### src/rtl/rv32i_types_pkg.sv
// Shared types for the RV32I pipeline control path.
// Holds the sequencer state encoding and the per-stage load/flush bundle.
package rv32i_types;

   typedef enum logic [1:0] {
      INIT      = 2'd0,
      RUN       = 2'd1,
      MEM_STALL = 2'd2,
      LU_STALL  = 2'd3
   } pipe_ctrl_state_e;

   typedef struct packed {
      logic pc_load;
      logic if_id_load;
      logic id_ex_load;
      logic ex_mem_load;
      logic mem_wb_load;
      logic if_id_flush;
      logic id_ex_flush;
   } pipe_ctrl_t;

   localparam pipe_ctrl_t CTRL_RESET  = 7'b00000_11;
   localparam pipe_ctrl_t CTRL_FREEZE = 7'b00000_00;
   localparam pipe_ctrl_t CTRL_FLUSH  = 7'b11111_11;
   localparam pipe_ctrl_t CTRL_BUBBLE = 7'b00111_01;
   localparam pipe_ctrl_t CTRL_GO     = 7'b11111_00;

endpackage

### src/rtl/pipeline_ctrl_hazard_detect.sv
// Load-use hazard detector: ID reads a register a load in EX will write.
// In: id_rs1/id_rs2/id_use_rs1/id_use_rs2, ex_rd, ex_is_load. Out: load_use.
module hazard_detect (
   input  logic [4:0] id_rs1,
   input  logic [4:0] id_rs2,
   input  logic       id_use_rs1,
   input  logic       id_use_rs2,
   input  logic [4:0] ex_rd,
   input  logic       ex_is_load,
   output logic       load_use
);

   logic rs1_hit;
   logic rs2_hit;

   assign rs1_hit = id_use_rs1 & (id_rs1 == ex_rd);
   assign rs2_hit = id_use_rs2 & (id_rs2 == ex_rd);

   // x0 is never written, so a load to it cannot be a hazard
   assign load_use = ex_is_load & (ex_rd != 5'd0) & (rs1_hit | rs2_hit);

endmodule

### src/rtl/pipeline_ctrl.sv
// Stall/flush sequencer for the 5-stage pipeline, with stall/flush counters.
// In: ID/EX hazard fields, branch redirect, I/D mem responses. Out: loads, flushes, state, counters.
module pipeline_ctrl
   import rv32i_types::*;
#(
   parameter int CNT_W = 32
) (
   input  logic             clk,
   input  logic             rst,
   input  logic [4:0]       id_rs1,
   input  logic [4:0]       id_rs2,
   input  logic             id_use_rs1,
   input  logic             id_use_rs2,
   input  logic [4:0]       ex_rd,
   input  logic             ex_is_load,
   input  logic             ex_br_taken,
   input  logic             imem_resp,
   input  logic             mem_dmem_active,
   input  logic             dmem_resp,
   output logic             pc_load,
   output logic             if_id_load,
   output logic             id_ex_load,
   output logic             ex_mem_load,
   output logic             mem_wb_load,
   output logic             if_id_flush,
   output logic             id_ex_flush,
   output logic [1:0]       ctrl_state,
   output logic [CNT_W-1:0] stall_cnt,
   output logic [CNT_W-1:0] flush_cnt
);

   pipe_ctrl_state_e state_q, state_d;
   logic [CNT_W-1:0] stall_cnt_q, stall_cnt_d;
   logic [CNT_W-1:0] flush_cnt_q, flush_cnt_d;

   pipe_ctrl_t ctrl;
   logic       load_use;
   logic       mem_stall;

   hazard_detect u_hazard (
      .id_rs1     (id_rs1),
      .id_rs2     (id_rs2),
      .id_use_rs1 (id_use_rs1),
      .id_use_rs2 (id_use_rs2),
      .ex_rd      (ex_rd),
      .ex_is_load (ex_is_load),
      .load_use   (load_use)
   );

   assign mem_stall = ~imem_resp | (mem_dmem_active & ~dmem_resp);

   always_ff @(posedge clk or negedge rst) begin
      if (!rst) begin
         state_q     <= INIT;
         stall_cnt_q <= '0;
         flush_cnt_q <= '0;
      end else begin
         state_q     <= state_d;
         stall_cnt_q <= stall_cnt_d;
         flush_cnt_q <= flush_cnt_d;
      end
   end

   // Deferred branch/load-use during a freeze need no extra state:
   // their inputs are held, so they re-evaluate once the freeze ends.
   always_comb begin
      state_d     = state_q;
      stall_cnt_d = stall_cnt_q;
      flush_cnt_d = flush_cnt_q;
      unique case (state_q)
         INIT: state_d = RUN;
         RUN, MEM_STALL, LU_STALL: begin
            if (mem_stall) begin
               state_d     = MEM_STALL;
               stall_cnt_d = stall_cnt_q + CNT_W'(1);
            end else if (ex_br_taken) begin
               state_d     = RUN;
               flush_cnt_d = flush_cnt_q + CNT_W'(1);
            end else if (load_use) begin
               state_d     = LU_STALL;
               stall_cnt_d = stall_cnt_q + CNT_W'(1);
            end else begin
               state_d = RUN;
            end
         end
      endcase
   end

   always_comb begin
      ctrl = CTRL_RESET;
      if (rst) begin
         unique case (state_q)
            INIT: ctrl = CTRL_RESET;
            RUN, MEM_STALL, LU_STALL: begin
               if (mem_stall)        ctrl = CTRL_FREEZE;
               else if (ex_br_taken) ctrl = CTRL_FLUSH;
               else if (load_use)    ctrl = CTRL_BUBBLE;
               else                  ctrl = CTRL_GO;
            end
         endcase
      end
   end

   assign pc_load     = ctrl.pc_load;
   assign if_id_load  = ctrl.if_id_load;
   assign id_ex_load  = ctrl.id_ex_load;
   assign ex_mem_load = ctrl.ex_mem_load;
   assign mem_wb_load = ctrl.mem_wb_load;
   assign if_id_flush = ctrl.if_id_flush;
   assign id_ex_flush = ctrl.id_ex_flush;
   assign ctrl_state  = rst ? state_q : INIT;
   assign stall_cnt   = stall_cnt_q;
   assign flush_cnt   = flush_cnt_q;

endmodule

### config.mk
export PLATFORM = sky130hd
export DESIGN_NAME = pipeline_ctrl
export DESIGN_NICKNAME = d
export VERILOG_FILES = /design/src/rtl/rv32i_types_pkg.sv /design/src/rtl/pipeline_ctrl_hazard_detect.sv /design/src/rtl/pipeline_ctrl.sv
export SDC_FILE = /design/constraint.sdc
export NUM_CORES = 1
export LEC_CHECK = 0
export ABC_AREA = 1
export CAP_MARGIN = 10
export CORE_MARGIN = 5
export CORE_UTILIZATION = 45
export CTS_BUF_LIST = sky130_fd_sc_hd__clkbuf_2
export DETAILED_ROUTE_END_ITERATION = 8
export GPL_TIMING_DRIVEN = 0
export PLACE_DENSITY = 0.72
export SYNTH_ARGS = -nofsm -noshare
export SYNTH_HDL_FRONTEND = slang
export SYNTH_SLANG_ARGS = --single-unit
export TNS_END_PERCENT = 30
### constraint.sdc
create_clock -name clk -period 3.52 [get_ports clk]
set_input_delay 0.704 -clock clk [delete_from_list [all_inputs] [get_ports clk]]
set_output_delay 0.704 -clock clk [all_outputs]
set_load 0.05 [all_outputs]
After elaboration in Yosys (flattened, before gate mapping)
Index checks and enable logic that the tools add are counted.
{ "word_totals": {"reg_bits": 66, "latchBits": 0, "mem_bits_rw": 0, "rom_bits": 0, "input_bits": 24, "output_inout_bits": 73, "wordCells": 40, "memories": 0} }
{ "op_classes": {"add_sub_neg": 2, "n_mul": 0, "div_mod_pow": 0, "magnitude_cmp": 0, "eq_ne": 6, "n_shift": 0, "n_mux": 13, "n_bitwise": 10, "reduce_logical": 6} }
{ "op_table": {"columns": ["operator", "count"], "rows": [
  ["$mux 32", 3],
  ["$add 32x1->32 const B", 2],
  ["$mux 7", 4],
  ["$pmux 7 s2", 1],
  ["$eq 5x5->1", 2],
  ["$mux 2", 4],
  ["$reduce_and 3->1", 2],
  ["$and 1x1->1", 5],
  ["$reduce_bool 5->1", 1],
  ["$eq 2x2->1 const B", 2],
  ["$pmux 2 s2", 1],
  ["$not 1->1", 3],
  ["$reduce_or 3->1", 1],
  ["$eq 2x1->1 const B", 1],
  ["$logic_not 2->1", 1],
  ["$ne 2x1->1 const B", 1],
  ["$or 1x1->1", 2],
  ["$reduce_bool 2->1", 1]
]} }

Depth between registers and ports, before layout
{ "logic_depth": {"depth_word": 9, "depth_mapped": 12, "ltp_nobuf": 11} }

By module
A second synthesis with hierarchy kept.
{ "unflattened": {"hier_cells": 574, "area_unflattened_um2": 4102.7} }
{ "by_module_without_submodules": {"columns": ["module", "instances", "cells_per_inst", "area_per_inst_um2", "seq_area_each_um2"], "rows": [
  ["pipeline_ctrl", 1, 519, 3886.2, 1651.6],
  ["hazard_detect", 1, 55, 216.5, 0.0]
]} }

Worst setup path before layout
Ideal clock, no wire load.
{ "synth_timing": {"path_kind": "input to output", "start": "input port dmem_resp", "end": "output port pc_load", "t_arrival_ns": 2.357, "t_required_ns": 2.816, "setup_slack_ns": 0.459, "cell_stages": 7, "n_path_buf": 1, "cell_sequence": "inv_1 nand2_1 nand2_1 nor2_1 nand2_1 inv_1 buf_4"} }
{ "synth_via": {"elab_chain_len": 6} }
{ "synth_rtl": {"columns": ["element", "line", "rtl"], "rows": [
  ["start: declaration", "pipeline_ctrl.sv:19", "input logic dmem_resp,"],
  ["$not 1->1", "pipeline_ctrl.sv:50", "assign mem_stall = ~imem_resp | (mem_dmem_active & ~dmem_resp);"],
  ["$and 1x1->1", "pipeline_ctrl.sv:50", null],
  ["$or 1x1->1", "pipeline_ctrl.sv:50", null],
  ["$mux 7", "pipeline_ctrl.sv:95", "if (mem_stall) ctrl = CTRL_FREEZE;"],
  ["$pmux 7 s2", "pipeline_ctrl.sv:92", "unique case (state_q)"],
  ["$mux 7", "pipeline_ctrl.sv:91", "if (rst) begin"],
  ["end: declaration", "pipeline_ctrl.sv:20", "output logic pc_load,"]
]} }
Every way passes these cells.

Final worst setup path
{ "layout_timing": {"start": "input port ex_rd[3]", "end": "output port id_ex_flush"} }
{ "layout_via": {"elab_chain_len": 9, "word_cells_on_any_way": 13, "classes_between": "eq/ne (2); mux (5); bitwise (5); reduce/logical (1)"} }
{ "layout_rtl": {"columns": ["element", "line", "rtl"], "rows": [
  ["start: declaration", "pipeline_ctrl.sv:14", "input logic [4:0] ex_rd,"],
  ["$eq 5x5->1, on equally long branches", "pipeline_ctrl_hazard_detect.sv:16, pipeline_ctrl_hazard_detect.sv:17", null],
  ["$and 1x1->1, on equally long branches", "pipeline_ctrl_hazard_detect.sv:16, pipeline_ctrl_hazard_detect.sv:17", null],
  ["$or 1x1->1", "pipeline_ctrl_hazard_detect.sv:20", "assign load_use = ex_is_load & (ex_rd != 5'd0) & (rs1_hit | rs2_hit);"],
  ["$and 1x1->1 *", "pipeline_ctrl_hazard_detect.sv:20", null],
  ["$mux 7 *", "pipeline_ctrl.sv:97", "else if (load_use) ctrl = CTRL_BUBBLE;"],
  ["$mux 7 *", "pipeline_ctrl.sv:96", "else if (ex_br_taken) ctrl = CTRL_FLUSH;"],
  ["$mux 7 *", "pipeline_ctrl.sv:95", null],
  ["$pmux 7 s2 *", "pipeline_ctrl.sv:92", null],
  ["$mux 7 *", "pipeline_ctrl.sv:91", null],
  ["end: declaration", "pipeline_ctrl.sv:26", "output logic id_ex_flush,"]
]} }
Every way passes the cells marked *; elsewhere a longest branch is shown, timed or not.

==> flow_summary.toml <==
[synth]
synthCells = 636
synth_cell_type_count = 32
syn_avg_cell_area_um2 = 6.72
yosysWarnings = 0
postSynth.asyncResetShare_pct = 100
synth-seq-cells = 66
synth_edf_count = 0
synthesis.area_um2 = 4270
syn-num-nets = 662
synth_ff_type = "dfrtp_1"
ys_seq_area_share_pct = 38.7

[timing]
finalSetupViolCount = 0
rsz0062_at_grt = "true"
hold_viol_final = 0
fin_skew_ns = 0.0303
max_slew_margin_pct = 58.1
max_freq_ghz = 0.298
finalCritPeriodShare_pct = 95.5
slew_violations = 0
min_period_ns = 3.36
tightest_slew_ns = 0.629
finalWorstSetupSlack_ns = 0.160
fin_hold_ws_ns = 0.186

[clock_tree]
cts_root_buffer = "clkbuf_2"
cts_resized = 3
cts_made_buffers = 9
clkTransAtPathRegs_ns = 0.22
htree_levels = 3
clk_path_buf_depth = 2
clk_latency_ns = 0.48
post_cts_buffers = 0
numClockSinks = 66
hold_buffers = 0
cts_tree = "built"

[setup_path]
critPathArrivalTime_ns = 2.66
rr_worst_depth = 10
crit_family = "buffers and inverters"
worstPathCellList = "clkdlybuf4s50_1, inv_2, nand2_1, nand2_1, nor2_1, nand3_1, nand2_1, a31o_2, clkdlybuf4s50_1"
critical_path_class = "in -> out"
cp-start-kind = "primary input"
cp-end-kind = "primary output"
critPathMaxFanout = 3
path_depth = 9
cpMaxStageDelayCell = "clkdlybuf4s50_1"
crit_path_max_incr_delay_ns = 0.81
critPathBufInv = 3
worst_path_most_repeated_cell = "nand2_1"
critPathRequiredTime_ns = 2.82

[drt]
drc = 0
routedWlPerCell_um = 13.0
antenna_left = 0
vias = 4333
drt_iter0_drc = 282
viasPerCell = 4.94
wirelength_um = 11400
dr.pass1.iters = 6

[global_routing]
gr-total-overflow = 0
grt_pass1_vias = 4105
grt_max_degree = 71
grt_pass1_wl_um = 19300
grt_util_all_layers_pct = 20.4
antenna_found_initial = 1

[place]
place_ws_ns = -0.138
gp_congestion = 0.918
post_dp_cell_area_um2 = 5390
port_buffers = 96
dpl.hpwl_um = 8990

[final_layout]
design_area_um2 = 5500
final_nets = 769
mostFrequentLayoutCells = "nand2_1 (241), clkdlybuf4s50_1 (90), nor2_1 (75)"
mostFrequentLayoutCell = "nand2_1"
postLayoutCoreUtil_pct = 59.6
drive_gt1_share_pct = 8.02
area_growth_pct = 28.8

[die]
rows = 35
io_pins = 97
dieArea_um2 = 11500
fp.coreArea_um2 = 9240
die_w_um = 107
initial_utilization_pct = 46.2
die_y_um = 107

[flow_run]
maxCapViolCount = 0

[power_and_ir_drop]
powerDensity_nw_per_um2 = 406
vdd_ir_drop_max_mv = 0.358
p_leak_uw = 0.00257

[min_path]
hold_path.class = "in -> async"

[outcome]
outcome = "finished, final reports clean"
-- path summary, 6_finish.rpt --
check,from,to,slack [ns]
setup reg to reg,stall_cnt[0]$_DFFE_PN0P_,stall_cnt[26]$_DFFE_PN0P_,1.62
min in group clk,flush_cnt[7]$_DFFE_PN0P_,flush_cnt[7]$_DFFE_PN0P_,0.53
max in group asynchronous,rst,flush_cnt[1]$_DFFE_PN0P_,2.87
hold reg to reg,flush_cnt[7]$_DFFE_PN0P_,flush_cnt[7]$_DFFE_PN0P_,0.53
hold / removal,rst,stall_cnt[14]$_DFFE_PN0P_,0.19
setup / recovery,ex_rd[3],id_ex_flush,0.16
-- cell families (layout without fill, tap and decap cells) --
| family | count (synthesis) | in the layout | synth area share [%] |
|---|---|---|---|
| AO/OA/AOI/OAI | 12 | 12 | 1.55 |
| buffers and inverters | 95 | 207 | 9.34 |
| other | 0 | 1 | 0 |
| XOR/XNOR | 28 | 28 | 5.74 |
| adder cells (fa/ha/maj) | 2 | 2 | 0.586 |
| flip-flops | 66 | 66 | 38.7 |
| AND/OR/NAND/NOR | 433 | 433 | 44.1 |
-- layer usage --
metal	vias up	share of wire (%)	wire (um)	GRT usage, %
met4	0	1.6	183	6.67
met2	124	45	5170	32.1
met3	17	6.9	791	4.32
li1	2196	-	-	-
met1	1996	46	5240	28.1
met5	-	0	0	0
-- sequential cells by signal (all words and copies together), names as in the netlist --
register	cells
stall_cnt	32
state_q	2
flush_cnt	32
-- report_power, final --
| group | internal (uW) | switching [uW] | total (uW) |
|---|---|---|---|
| combinational | 271 | 564 | 835 |
| clock | 156 | 279 | 435 |
| sequential | 842 | 121 | 963 |
-- area by class of cell --
cell class / count / area [um2]
diodes: 1 / 2.50
plain buffers: 14 / 95.1
clock buffers: 9 / 45.0
clock inverters: 7 / 60.1
fillers: 866 / 3740
inverters: 81 / 304
multi-input cells: 475 / 2220
flip-flops and latches: 66 / 1650
well taps: 129 / 161
repair buffers: 96 / 962
-- worst register-to-register path, delay by kind of cell, from the launching register on --
family / cells / cell delay, ns
adder cells (fa/ha/maj): 1 / 0.20
flip-flops: 1 / 0.49
AND/OR/NAND/NOR: 9 / 1.14
-- cells in the mapped netlist, drive strengths merged (2+ instances only) --
| library cell | count | area share (%) |
|---|---|---|
| nand3b | 2 | 0.35 |
| nor4 | 4 | 0.59 |
| nor3 | 26 | 4.0 |
| inv | 80 | 7.0 |
| xnor2 | 9 | 1.8 |
| nand2 | 246 | 22 |
| ha | 2 | 0.59 |
| buf | 13 | 2.1 |
| and3 | 3 | 0.44 |
| nor2 | 82 | 7.8 |
| o21ai | 9 | 1.1 |
| dfrtp | 66 | 39 |
| nand4 | 10 | 1.6 |
| xor2 | 19 | 3.9 |
| nand3 | 59 | 7.1 |
-- metrics by stage --
stage / cells / total power, uW / TNS [ns]
after floorplan: 636 / 1500 / 0
after global placement: 861 / 1810 / -58.13
after detailed placement: 861 / 1820 / -0.211
after CTS: 877 / 2250 / 0
after global routing: 878 / 2360 / -0.116
final: 878 / 2230 / 0
No activity file was read; power rests on OpenSTA's default activity.
